--- config.mk ---
export PLATFORM = sky130hd
export DESIGN_NAME = mc_controller
export DESIGN_NICKNAME = d
export VERILOG_FILES = /design/src/rtl/mc_ctrl_pkg.sv /design/src/rtl/mc_alu_dec.sv /design/src/rtl/mc_controller.sv
export SDC_FILE = /design/constraint.sdc
export NUM_CORES = 1
export LEC_CHECK = 0
export CORE_MARGIN = 3
export CORE_UTILIZATION = 30
export DETAILED_ROUTE_END_ITERATION = 6
export GPL_TIMING_DRIVEN = 0
export PLACE_DENSITY = 0.77
export SYNTH_ARGS = -nofsm -noshare
export SYNTH_HDL_FRONTEND = slang
export SYNTH_SLANG_ARGS = --single-unit
export TNS_END_PERCENT = 10
--- constraint.sdc ---
create_clock -name clk -period 2.8 [get_ports clk]
set_input_delay 0.42 -clock clk [delete_from_list [all_inputs] [get_ports clk]]
set_output_delay 0.42 -clock clk [all_outputs]
set_load 0.01 [all_outputs]
--- src/rtl/mc_ctrl_pkg.sv ---
// Shared types and encodings for the multicycle RV32 controller.
// MC_CTRL_JAL_EN adds the JAL state and its opcode decode.
package mc_ctrl_pkg;

  typedef enum logic [3:0] {
    S_FETCH,
    S_DECODE,
    S_MEMADR,
    S_MEMREAD,
    S_MEMWB,
    S_MEMWRITE,
    S_EXECR,
    S_EXECI,
    S_ALUWB,
    S_BRANCH
`ifdef MC_CTRL_JAL_EN
    , S_JAL
`endif
  } state_t;

  localparam logic [6:0] OP_LOAD   = 7'b0000011;
  localparam logic [6:0] OP_STORE  = 7'b0100011;
  localparam logic [6:0] OP_RTYPE  = 7'b0110011;
  localparam logic [6:0] OP_ITYPE  = 7'b0010011;
  localparam logic [6:0] OP_BRANCH = 7'b1100011;
  localparam logic [6:0] OP_JAL    = 7'b1101111;

  localparam logic [2:0] ALU_ADD = 3'b000;
  localparam logic [2:0] ALU_SUB = 3'b001;
  localparam logic [2:0] ALU_AND = 3'b010;
  localparam logic [2:0] ALU_OR  = 3'b011;
  localparam logic [2:0] ALU_SLT = 3'b101;

  localparam logic [1:0] ALUOP_ADD   = 2'b00;
  localparam logic [1:0] ALUOP_SUB   = 2'b01;
  localparam logic [1:0] ALUOP_FUNCT = 2'b10;

  localparam logic [1:0] RES_ALUOUT = 2'b00;
  localparam logic [1:0] RES_RDATA  = 2'b01;
  localparam logic [1:0] RES_ALURES = 2'b10;

  localparam logic [1:0] SRCA_PC    = 2'b00;
  localparam logic [1:0] SRCA_OLDPC = 2'b01;
  localparam logic [1:0] SRCA_RS1   = 2'b10;

  localparam logic [1:0] SRCB_RS2  = 2'b00;
  localparam logic [1:0] SRCB_IMM  = 2'b01;
  localparam logic [1:0] SRCB_FOUR = 2'b10;

  localparam logic [1:0] IMM_I = 2'b00;
  localparam logic [1:0] IMM_S = 2'b01;
  localparam logic [1:0] IMM_B = 2'b10;
  localparam logic [1:0] IMM_J = 2'b11;

  localparam logic ADR_PC     = 1'b0;
  localparam logic ADR_ALUOUT = 1'b1;

  function automatic logic op_supported(input logic [6:0] op);
    case (op)
      OP_LOAD, OP_STORE, OP_RTYPE, OP_ITYPE, OP_BRANCH: return 1'b1;
`ifdef MC_CTRL_JAL_EN
      OP_JAL: return 1'b1;
`endif
      default: return 1'b0;
    endcase
  endfunction

endpackage

--- src/rtl/mc_alu_dec.sv ---
// ALU control decode: fixed add/sub, or funct3/funct7 decode for R/I-type.
module mc_alu_dec
  import mc_ctrl_pkg::*;
(
  input  logic [1:0] alu_op,
  input  logic [2:0] funct3,
  input  logic       op5,
  input  logic       funct7,
  output logic [2:0] alu_control
);

  always_comb begin
    alu_control = ALU_ADD;
    case (alu_op)
      ALUOP_SUB: alu_control = ALU_SUB;
      ALUOP_FUNCT: begin
        case (funct3)
          // op5 separates R-type from I-type, so addi never becomes sub
          3'b000:  alu_control = (op5 & funct7) ? ALU_SUB : ALU_ADD;
          3'b010:  alu_control = ALU_SLT;
          3'b110:  alu_control = ALU_OR;
          3'b111:  alu_control = ALU_AND;
          default: alu_control = ALU_ADD;
        endcase
      end
      default: alu_control = ALU_ADD;
    endcase
  end

endmodule

--- src/rtl/mc_controller.sv ---
// Multicycle RV32 Moore controller; JAL support behind MC_CTRL_JAL_EN.
module mc_controller
  import mc_ctrl_pkg::*;
(
  input  logic       clk,
  input  logic       rst_n,
  input  logic [6:0] op,
  input  logic [2:0] funct3,
  input  logic       funct7,
  input  logic       zero,
  input  logic       sign,
  output logic       pc_write,
  output logic       ir_write,
  output logic       adr_src,
  output logic       mem_write,
  output logic       reg_write,
  output logic [1:0] result_src,
  output logic [1:0] alu_src_a,
  output logic [1:0] alu_src_b,
  output logic [1:0] imm_src,
  output logic [2:0] alu_control,
  output logic       illegal_op
);

  state_t     r_state, w_next;
  logic       w_pc_write, w_ir_write, w_mem_write, w_reg_write, w_illegal;
  logic       w_branch_taken;
  logic [1:0] w_alu_op;

  always_ff @(posedge clk) begin
    if (!rst_n) r_state <= S_FETCH;
    else        r_state <= w_next;
  end

  always_comb begin
    w_next = S_FETCH;
    case (r_state)
      S_FETCH:  w_next = S_DECODE;
      S_DECODE: begin
        case (op)
          OP_LOAD, OP_STORE: w_next = S_MEMADR;
          OP_RTYPE:          w_next = S_EXECR;
          OP_ITYPE:          w_next = S_EXECI;
          OP_BRANCH:         w_next = S_BRANCH;
`ifdef MC_CTRL_JAL_EN
          OP_JAL:            w_next = S_JAL;
`endif
          default:           w_next = S_FETCH;
        endcase
      end
      S_MEMADR:  w_next = (op == OP_STORE) ? S_MEMWRITE : S_MEMREAD;
      S_MEMREAD: w_next = S_MEMWB;
      S_EXECR:   w_next = S_ALUWB;
      S_EXECI:   w_next = S_ALUWB;
`ifdef MC_CTRL_JAL_EN
      S_JAL:     w_next = S_ALUWB;
`endif
      default:   w_next = S_FETCH;
    endcase
  end

  always_comb begin
    case (funct3)
      3'b000:  w_branch_taken = zero;
      3'b001:  w_branch_taken = ~zero;
      3'b100:  w_branch_taken = sign;
      default: w_branch_taken = 1'b0;
    endcase
  end

  always_comb begin
    w_pc_write  = 1'b0;
    w_ir_write  = 1'b0;
    w_mem_write = 1'b0;
    w_reg_write = 1'b0;
    w_illegal   = 1'b0;
    adr_src     = ADR_PC;
    result_src  = RES_ALUOUT;
    alu_src_a   = SRCA_PC;
    alu_src_b   = SRCB_RS2;
    w_alu_op    = ALUOP_ADD;
    case (r_state)
      S_FETCH: begin
        w_ir_write = 1'b1;
        w_pc_write = 1'b1;
        alu_src_b  = SRCB_FOUR;
        result_src = RES_ALURES;
      end
      S_DECODE: begin
        alu_src_a = SRCA_OLDPC;
        alu_src_b = SRCB_IMM;
        w_illegal = ~op_supported(op);
      end
      S_MEMADR: begin
        alu_src_a = SRCA_RS1;
        alu_src_b = SRCB_IMM;
      end
      S_MEMREAD: adr_src = ADR_ALUOUT;
      S_MEMWB: begin
        result_src  = RES_RDATA;
        w_reg_write = 1'b1;
      end
      S_MEMWRITE: begin
        adr_src     = ADR_ALUOUT;
        w_mem_write = 1'b1;
      end
      S_EXECR: begin
        alu_src_a = SRCA_RS1;
        w_alu_op  = ALUOP_FUNCT;
      end
      S_EXECI: begin
        alu_src_a = SRCA_RS1;
        alu_src_b = SRCB_IMM;
        w_alu_op  = ALUOP_FUNCT;
      end
      S_ALUWB: w_reg_write = 1'b1;
      S_BRANCH: begin
        alu_src_a  = SRCA_RS1;
        w_alu_op   = ALUOP_SUB;
        w_pc_write = w_branch_taken;
      end
`ifdef MC_CTRL_JAL_EN
      S_JAL: begin
        alu_src_a  = SRCA_OLDPC;
        alu_src_b  = SRCB_FOUR;
        w_pc_write = 1'b1;
      end
`endif
      default: ;
    endcase
  end

  always_comb begin
    case (op)
      OP_STORE:  imm_src = IMM_S;
      OP_BRANCH: imm_src = IMM_B;
      OP_JAL:    imm_src = IMM_J;
      default:   imm_src = IMM_I;
    endcase
  end

  mc_alu_dec u_alu_dec (
    .alu_op      (w_alu_op),
    .funct3      (funct3),
    .op5         (op[5]),
    .funct7      (funct7),
    .alu_control (alu_control)
  );

  // Strobes are masked by rst_n directly so they drop before the first reset edge
  assign pc_write   = rst_n & w_pc_write;
  assign ir_write   = rst_n & w_ir_write;
  assign mem_write  = rst_n & w_mem_write;
  assign reg_write  = rst_n & w_reg_write;
  assign illegal_op = rst_n & w_illegal;

endmodule

### After elaboration in Yosys (flattened, before gate mapping)

Index checks and enable logic that the tools add are counted.

| operators by class | value |
|---|---|
| equal/unequal tests | 22 |
| muxes and demuxes | 20 |
| bitwise logic cells | 8 |
| reduce and logical (&&, ||, !) cells | 9 |

Operator list:

| kind | number |
|---|---|
| $pmux 4 s5 | 1 |
| $eq 4x3->1 const B | 4 |
| $pmux 2 s2 | 4 |
| $pmux 4 s4 | 1 |
| $eq 7x6->1 const B | 2 |
| $eq 7x7->1 const B | 2 |
| $pmux 3 s4 | 1 |
| $eq 3x3->1 const B | 3 |
| $eq 4x2->1 const B | 2 |
| $eq 4x4->1 const B | 2 |
| $mux 1 | 8 |
| $reduce_or 2->1 | 4 |
| $eq 7x2->1 const B | 1 |
| $eq 7x5->1 const B | 1 |
| $and 1x1->1 | 6 |
| $pmux 2 s3 | 1 |
| $pmux 3 s2 | 1 |
| $reduce_or 5->1 | 1 |
| $eq 4x1->1 const B | 1 |
| $logic_not 4->1 | 1 |
| $reduce_or 4->1 | 1 |
| $eq 3x1->1 const B | 1 |
| $eq 3x2->1 const B | 1 |
| $logic_not 3->1 | 1 |
| other kinds (7) | 8 |

| storage, ports and cells | value |
|---|---|
| register bits | 4 |
| input bits | 15 |
| output and inout port bits | 17 |
| word-level logic and storage cells | 60 |

### Longest topological paths before layout

Gate-level depths: netlist of the first run.

| depth | value |
|---|---|
| depth in word-level cells | 7 |
| depth in mapped cells | 7 |
| mapped depth without buffers | 6 |

### By module

From an unflattened synthesis of the first run, not the netlist that was laid out.

| unflattened totals | value |
|---|---|
| cells, all modules | 79 |
| area total of the unflattened synthesis | 648.1 µm² |

By module, submodules not included:

| module | times used | cells an instance | area an instance (µm²) | seq. area each (µm²) |
|---|---|---|---|---|
| mc_controller | 1 | 68 | 551.8 | 80.1 |
| mc_alu_dec | 1 | 11 | 96.3 | 0.0 |

### Least setup slack after synthesis of the first run

Ideal clock, no wire load.

| path | value |
|---|---|
| path type | reg2out |
| start point | register r_state[2] |
| end point | output alu_control[1] |
| arrival | 1453 ps |
| required time | 2380 ps |
| path slack | 927 ps |
| stages on the path, launching flop included | 7 |
| cell sequence | dfxtp_1 -> buf_2 -> inv_1 -> nor3_1 -> inv_1 -> ha_1 -> nor3b_1 |

| between the ends | value |
|---|---|
| word-level cells in the longest chain between the ends | 5 |

RTL lines:

| element | line | source |
|---|---|---|
| start, declared | mc_controller.sv:25 | `state_t r_state, w_next;` |
| start signal, assigned | mc_controller.sv:32 | `else r_state <= w_next;` |
| $eq 4x3->1 | mc_controller.sv:82 | `case (r_state)` |
| $reduce_or 2->1 (no source line) | - |  |
| $pmux 2 s2 (*) | mc_controller.sv:82 |  |
| $eq 2x2->1 or $eq 2x1->1 (tied branches) | mc_alu_dec.sv:14 | `case (alu_op)` |
| $pmux 3 s2 (*) | mc_alu_dec.sv:14 |  |
| end, declared | mc_controller.sv:21 | `output logic [2:0] alu_control,` |

Every way passes the cells marked *; elsewhere a longest branch is shown, timed or not.

### Worst setup path in the final report of the first run

| path | value |
|---|---|
| start point | input op[6] |
| end point | output imm_src[0] |

| between the ends | value |
|---|---|
| word-level cells in the longest chain between the ends | 2 |

RTL lines:

| element | line | source |
|---|---|---|
| start, declared | mc_controller.sv:7 | `input logic [6:0] op,` |
| $eq 7x7->1 or $eq 7x6->1 (tied branches) | mc_controller.sv:134 | `case (op)` |
| $pmux 2 s3 (*) | mc_controller.sv:134 |  |
| end, declared | mc_controller.sv:20 | `output logic [1:0] imm_src,` |

Marked as above.

==> flow_summary_export.csv, run 1 <==
group,metric,value,unit
status,outcome,"complete, no violations",
power_and_ir_drop,switching_share,27.5,%
cts,tritoncts.num_buffers,3,
final_layout,layout-area-overhead-vs-synth,65.9,%
critical_path,worstPathArrival,2.17,ns
flow_run,count_of_max_cap_constraint_violations,0,
routing,route.detailed.vias_per_inst,4.90,
critical_path,worst_path_dominant_cell_family,"buffers and inverters",
floorplanning,top_level_ports,32,
synthesis,synth_top_cell_by_area,"dfxtp_1",
synthesis,synth_sequential_area_ratio,14.3,%
synthesis,postSynthCellCount,76,
sta,max-slew-margin-rel,74.8,%
floorplanning,fp-row-count,14,
final_layout,post-route-cell-area,926,µm²
cts,worst_skew_pair.late_latency,0.24,ns
synthesis,synthTopCellsByArea,"dfxtp_1 14%, nor3b_1 5.4%, inv_1 4.7%, xor2_1 4.7%, ha_1 4.5%",
cts,clkSinkCount,4,
synthesis,synthArstFlopShare,0,%
routing,detailedRoute.firstIterationViolations,9,
power_and_ir_drop,static-leakage-power,0.365,nW
final_layout,final_core_utilization,56.8,%
grt,grt_pass1_wl,2370,µm
power_and_ir_drop,power_frac_seq,28.0,%
final_layout,layout-drive-gt1-share,12.7,%
synthesis,post-synth-top-area-fraction,14.3,%
synthesis,synth_seq_cells,4,
critical_path,timing.critical_path.depth,4,
power_and_ir_drop,cellPowerDensity,230,nW/µm²
sta,totalNegativeSetupSlack,0,ns
final_layout,reg.largest.list,"r_state (4)",
routing,vias_after_detailed_routing,657,
routing,dr.pass1.iters,2,
cts,clockBufferDepth,2,
synthesis,syn_avg_cell_area,7.34,µm²
grt,pin_count_of_the_biggest_net_entering_global_routing,11,
placement,io_buffer_count,31,
final_layout,largest_register_ffs,4,
critical_path,cpMostUsedCell,"clkdlybuf4s50_1",
placement,gp_congestion,0.717,
synthesis,post_synth_num_cell_types,37,
floorplanning,design.core.area,1630,µm²
grt,number_of_global_route_vias_before_repair,572,
power_and_ir_drop,vdd_drop_max,0.000125,V
sta,whs,0.636,ns
sta,final-hold-violation-count,0,
sta,grt_setup_unrepaired,"no",
sta,timing.final.max_slew_violations,0,
critical_path,biggest_cell_delay_along_the_critical_path,0.59,ns
power_and_ir_drop,overall_power_consumption,0.213,mW
final_layout,registers.top_by_ff_count,"r_state",
sta,finalClockSkew,0.00527,ns
synthesis,post_synth_instance_area,558,µm²
routing,routed_wirelength,1470,µm
routing,drc_errors,0,
critical_path,crit_slowest_cell,"clkdlybuf4s50_1",
final_layout,fill_cells,152,
grt,antenna_found_initial,0,
floorplanning,starting_density_of_the_core,34.3,%
floorplanning,dieHeight,49.1,µm
sta,setup_violations,0,
sta,worst_pin_slew,0.378,ns
final_layout,antenna-diode-count,0,
critical_path,timing_worst_setup_path_type,"input port to output port",
critical_path,reg2regPathDepth,4,
sta,clock.fmax,386,MHz
min_path,holdCritPathClass,"flip-flop to flip-flop",
grt,gr-usage-all-layers,12.4,%
sta,layout_worst_path_cycle_share,92.4,%
power_and_ir_drop,combPwrFrac,37.4,%
synthesis,post_synthesis_net_count,93,
final_layout,final-instance-count-excl-fill,134,
cts,cts.clk_slew.worst_paths,0.04,ns
critical_path,critical_path.cell_chain,"clkdlybuf4s50_1 > or3_1 > a211oi_1 > clkdlybuf4s50_1",
final_layout,finish.net_count,129,
critical_path,critPathCaptureType,"output port",
routing,route.detailed.wl_per_inst,10.9,µm
synthesis,synth_most_common_cell,"inv_1",
critical_path,max_fanout_on_critical_path,6,
floorplanning,die_w,49.1,µm
sta,fin_ws,0.212,ns
cts,cts_hold_repair.buffers,0,
placement,numPlacedInstances,131,
synthesis,yosys-top-cells-count,"7 x inv_1, 6 x nor2_1, 5 x nand2_1, 4 x dfxtp_1, 4 x nor3b_1",
cts,cts.htree.levels,1,
critical_path,critical_path_buf_inv_count,2,
cts,clk_root_buffer_cell,"clkbuf_4",
routing,drtAntennaViolNets,0,
critical_path,start_kind,"input port",
floorplanning,floorplan.die_area,2410,µm²
synthesis,synth_enable_flop_cells,0,
cts,cts_tree,"done",
power_and_ir_drop,switching_component_of_the_power,0.0585,mW
synthesis,synth-warning-count,0,
min_path,holdPathStages,3,
placement,place.detailed.hpwl,1170,µm
synthesis,synth_ff_type,"dfxtp_1",
placement,postPlaceCellArea,898,µm²
critical_path,critical_path_rt,2.38,ns
sta,period_needed,2.59,ns
power_and_ir_drop,internal-power,0.154,mW
power_and_ir_drop,power.share.clock,34.6,%
grt,grt-ovfl-total,0,
placement,dp_slack,0.205,ns
-- power groups by stage --
stage | sequential, mW | clock (mW) | combinational, mW
after floorplan | 0.0601 | 0 | 0.0346
after global placement | 0.0604 | 0 | 0.0788
after detailed placement | 0.0604 | 0 | 0.0801
after CTS | 0.0595 | 0.0772 | 0.0803
after global routing | 0.0596 | 0.0849 | 0.0861
final | 0.0595 | 0.0735 | 0.0796
-- worst register-to-register path: cells and delay by family (launching register included) --
family	cells	cell delay [ns]
buffers and inverters	1	0.13
and+or+nand+nor	2	0.47
DFF	1	0.30
AOI/OAI and AO/OA	1	0.24
-- routing by layer --
metal	GRT usage, %	wire (µm)
met2	20.8	697
met5	0	0
met4	4.27	0
met3	5.81	140
met1	13.5	630
-- cell type report --
class,count,area [µm²],area share (%)
Timing Repair Buffer,31,310,33.5
Tap cell,24,30.0,3.24
Clock buffer,3,22.5,2.43
Multi-Input combinational cell,60,424,45.8
Buffer,5,32.5,3.51
Sequential cell,4,80.1,8.65
Inverter,7,26.3,2.84
-- cells in the final DEF (no fill, tap or decap), types with 4 or more instances in the layout --
cell type | netlist | routed
clkdlybuf4s50_1 | 0 | 31
inv_1 | 7 | 7
nor2_1 | 6 | 6
nand2_1 | 5 | 5
nor3b_1 | 4 | 4
dfxtp_1 | 4 | 4
-- logic make-up after synthesis --
kind of cell | Yosys count | synth area share [%]
AOI/OAI and AO/OA | 14 | 18.8
xor gates and xnor gates | 4 | 6.28
adders and majority gates | 2 | 4.48
buffers and inverters | 12 | 10.5
DFF | 4 | 14.4
and+or+nand+nor | 40 | 45.5
-- repair_timing --
action	4_1_cts	5_1_grt
endpoints found under the setup margin	0	2
gates resized for setup	0	1
setup buffers	0	0
-- final timing paths --
kind	end	slack (ns)	startpoint
setup / recovery	imm_src[0]	0.21	op[6]
hold reg to reg	r_state[3]	0.64	r_state[1]
hold / removal	r_state[3]	0.64	r_state[1]
setup reg to reg	r_state[2]	1.57	r_state[1]
(Power assumes the default switching activity.)
==> run 2, diff against run 1 <==
- GPL_TIMING_DRIVEN: 0 -> not set
==> flow_summary_export.csv, run 2 (synthesized netlist as in run 1, its figures left out) <==
group,metric,value,unit
power_and_ir_drop,switching_component_of_the_power,0.0577,mW
final_layout,final_cell_mix,"31 x clkdlybuf4s50_1, 7 x inv_1, 6 x nor2_1",
sta,grt_setup_unrepaired,"no",
cts,tritoncts.num_buffers,3,
sta,setup_violations,0,
sta,totalNegativeSetupSlack,0,ns
flow_run,count_of_max_cap_constraint_violations,0,
min_path,holdCritPathClass,"flip-flop to flip-flop",
cts,cts.htree.levels,1,
floorplanning,dieHeight,49.1,µm
final_layout,layout-drive-gt1-share,11.9,%
final_layout,final_common_cell,"clkdlybuf4s50_1",
grt,antenna_found_initial,0,
critical_path,critPathCaptureType,"output port",
power_and_ir_drop,combPwrFrac,37.4,%
cts,clkSinkCount,4,
cts,cts_hold_repair.buffers,0,
routing,drtAntennaViolNets,0,
floorplanning,top_level_ports,32,
floorplanning,fp-row-count,14,
critical_path,regToRegEndpoint,"r_state[2]",
power_and_ir_drop,switching_share,27.3,%
cts,clockBufferDepth,2,
final_layout,reg.largest.list,"r_state (4)",
routing,route.detailed.vias_per_inst,5.08,
power_and_ir_drop,power.share.clock,34.5,%
critical_path,max_fanout_on_critical_path,6,
sta,timing.final.max_slew_violations,0,
floorplanning,die_w,49.1,µm
cts,postCtsResizedCells,0,
placement,postPlaceCellArea,896,µm²
critical_path,worstPathArrival,2.11,ns
grt,grt_pass1_wl,2390,µm
cts,worst_skew_pair.late_latency,0.24,ns
min_path,holdPathStages,2,
sta,whs,0.601,ns
min_path,min-delay-start,"r_state[0]",
sta,period_needed,2.53,ns
min_path,whs_endpoint,"r_state[0]",
power_and_ir_drop,static-leakage-power,0.363,nW
grt,grt-ovfl-total,0,
grt,gr-usage-all-layers,12.8,%
critical_path,critical_path_rt,2.38,ns
floorplanning,design.core.area,1630,µm²
power_and_ir_drop,internal-power,0.154,mW
placement,dp_slack,0.252,ns
sta,fin_ws,0.271,ns
critical_path,reg2regPathDepth,4,
floorplanning,starting_density_of_the_core,34.3,%
grt,pin_count_of_the_biggest_net_entering_global_routing,12,
routing,vias_after_detailed_routing,676,
status,outcome,"complete, no violations",
grt,number_of_global_route_vias_before_repair,577,
critical_path,setup.reg_to_reg.worst_slack,1.47,ns
final_layout,fill_cells,170,
final_layout,antenna-diode-count,0,
floorplanning,floorplan.die_area,2410,µm²
power_and_ir_drop,vdd_drop_max,0.000191,V
routing,route.detailed.wl_per_inst,11.0,µm
final_layout,post-route-cell-area,918,µm²
critical_path,start_kind,"input port",
final_layout,final_core_utilization,56.4,%
final_layout,largest_register_ffs,4,
sta,clock.fmax,395,MHz
routing,detailedRoute.firstIterationViolations,7,
cts,cts_tree,"done",
sta,finalClockSkew,0.00740,ns
final_layout,registers.top_by_ff_count,"r_state",
cts,clk_root_buffer_cell,"clkbuf_4",
routing,drc_errors,0,
placement,gp_congestion,0.734,
sta,layout_worst_path_cycle_share,90.3,%
cts,cts.clk_slew.worst_paths,0.03,ns
placement,io_buffer_count,31,
critical_path,timing_worst_setup_path_type,"input port to output port",
sta,final-hold-violation-count,0,
power_and_ir_drop,power_frac_seq,28.1,%
sta,worst_pin_slew,0.327,ns
power_and_ir_drop,cellPowerDensity,230,nW/µm²
placement,place.detailed.hpwl,1210,µm
routing,routed_wirelength,1470,µm
cts,postCtsSetupBuffers,0,
sta,max-slew-margin-rel,78.0,%
final_layout,finish.net_count,128,
final_layout,layout-area-overhead-vs-synth,64.6,%
routing,dr.pass1.iters,4,
critical_path,beginning_of_the_worst_register_to_register_path,"r_state[3]",
[run 2: how the worst max path moves through the flow]
stage                           from             end  slack [ns]  cells past startpoint
after floorplan           r_state[2]  alu_control[1]        0.93                      6
after global placement         op[6]      imm_src[0]        0.27                      4
after detailed placement       op[6]      imm_src[0]        0.25                      4
after CTS                      op[6]      imm_src[0]        0.26                      4
after global routing      r_state[1]  alu_control[0]        0.14                      7
final                          op[6]      imm_src[0]        0.27                      4
[run 2: routing by layer]
| metal | GRT usage (%) | routed length [µm] |
|---|---|---|
| met1 | 13.3 | 620 |
| met2 | 21.0 | 667 |
| met3 | 7.03 | 155 |
| met4 | 5.69 | 24 |
| met5 | 0 | 0 |
[run 2: area by class of cell]
cell class	count	area, µm²	share of cell area, %
Clock buffer	3	22.5	2.45
Inverter	7	26.3	2.86
Multi-Input combinational cell	60	419	45.6
Sequential cell	4	80.1	8.72
Tap cell	24	30.0	3.27
Timing Repair Buffer	35	340	37.1
[run 2: worst max-delay path, cell delays in order]
cell and delay [ns]:
clkdlybuf4s50_1 0.49, or3_1 0.40, a211oi_1 0.22, clkdlybuf4s50_1 0.57
[run 2: metrics by stage]
stage	cells	total power, mW
2_1_floorplan	76	0.0947
6_report	133	0.211
3_5_place_dp	130	0.140
3_3_place_gp	130	0.139
4_1_cts	133	0.213
5_1_grt	133	0.225
[run 2: power by group through the flow]
stage          logic (mW)  registers [mW]  clock network, mW
6_report           0.0790          0.0593             0.0730
5_1_grt            0.0860          0.0595             0.0790
4_1_cts            0.0798          0.0592             0.0742
3_5_place_dp       0.0796          0.0601                  0
3_3_place_gp       0.0785          0.0601                  0
2_1_floorplan      0.0346          0.0601                  0
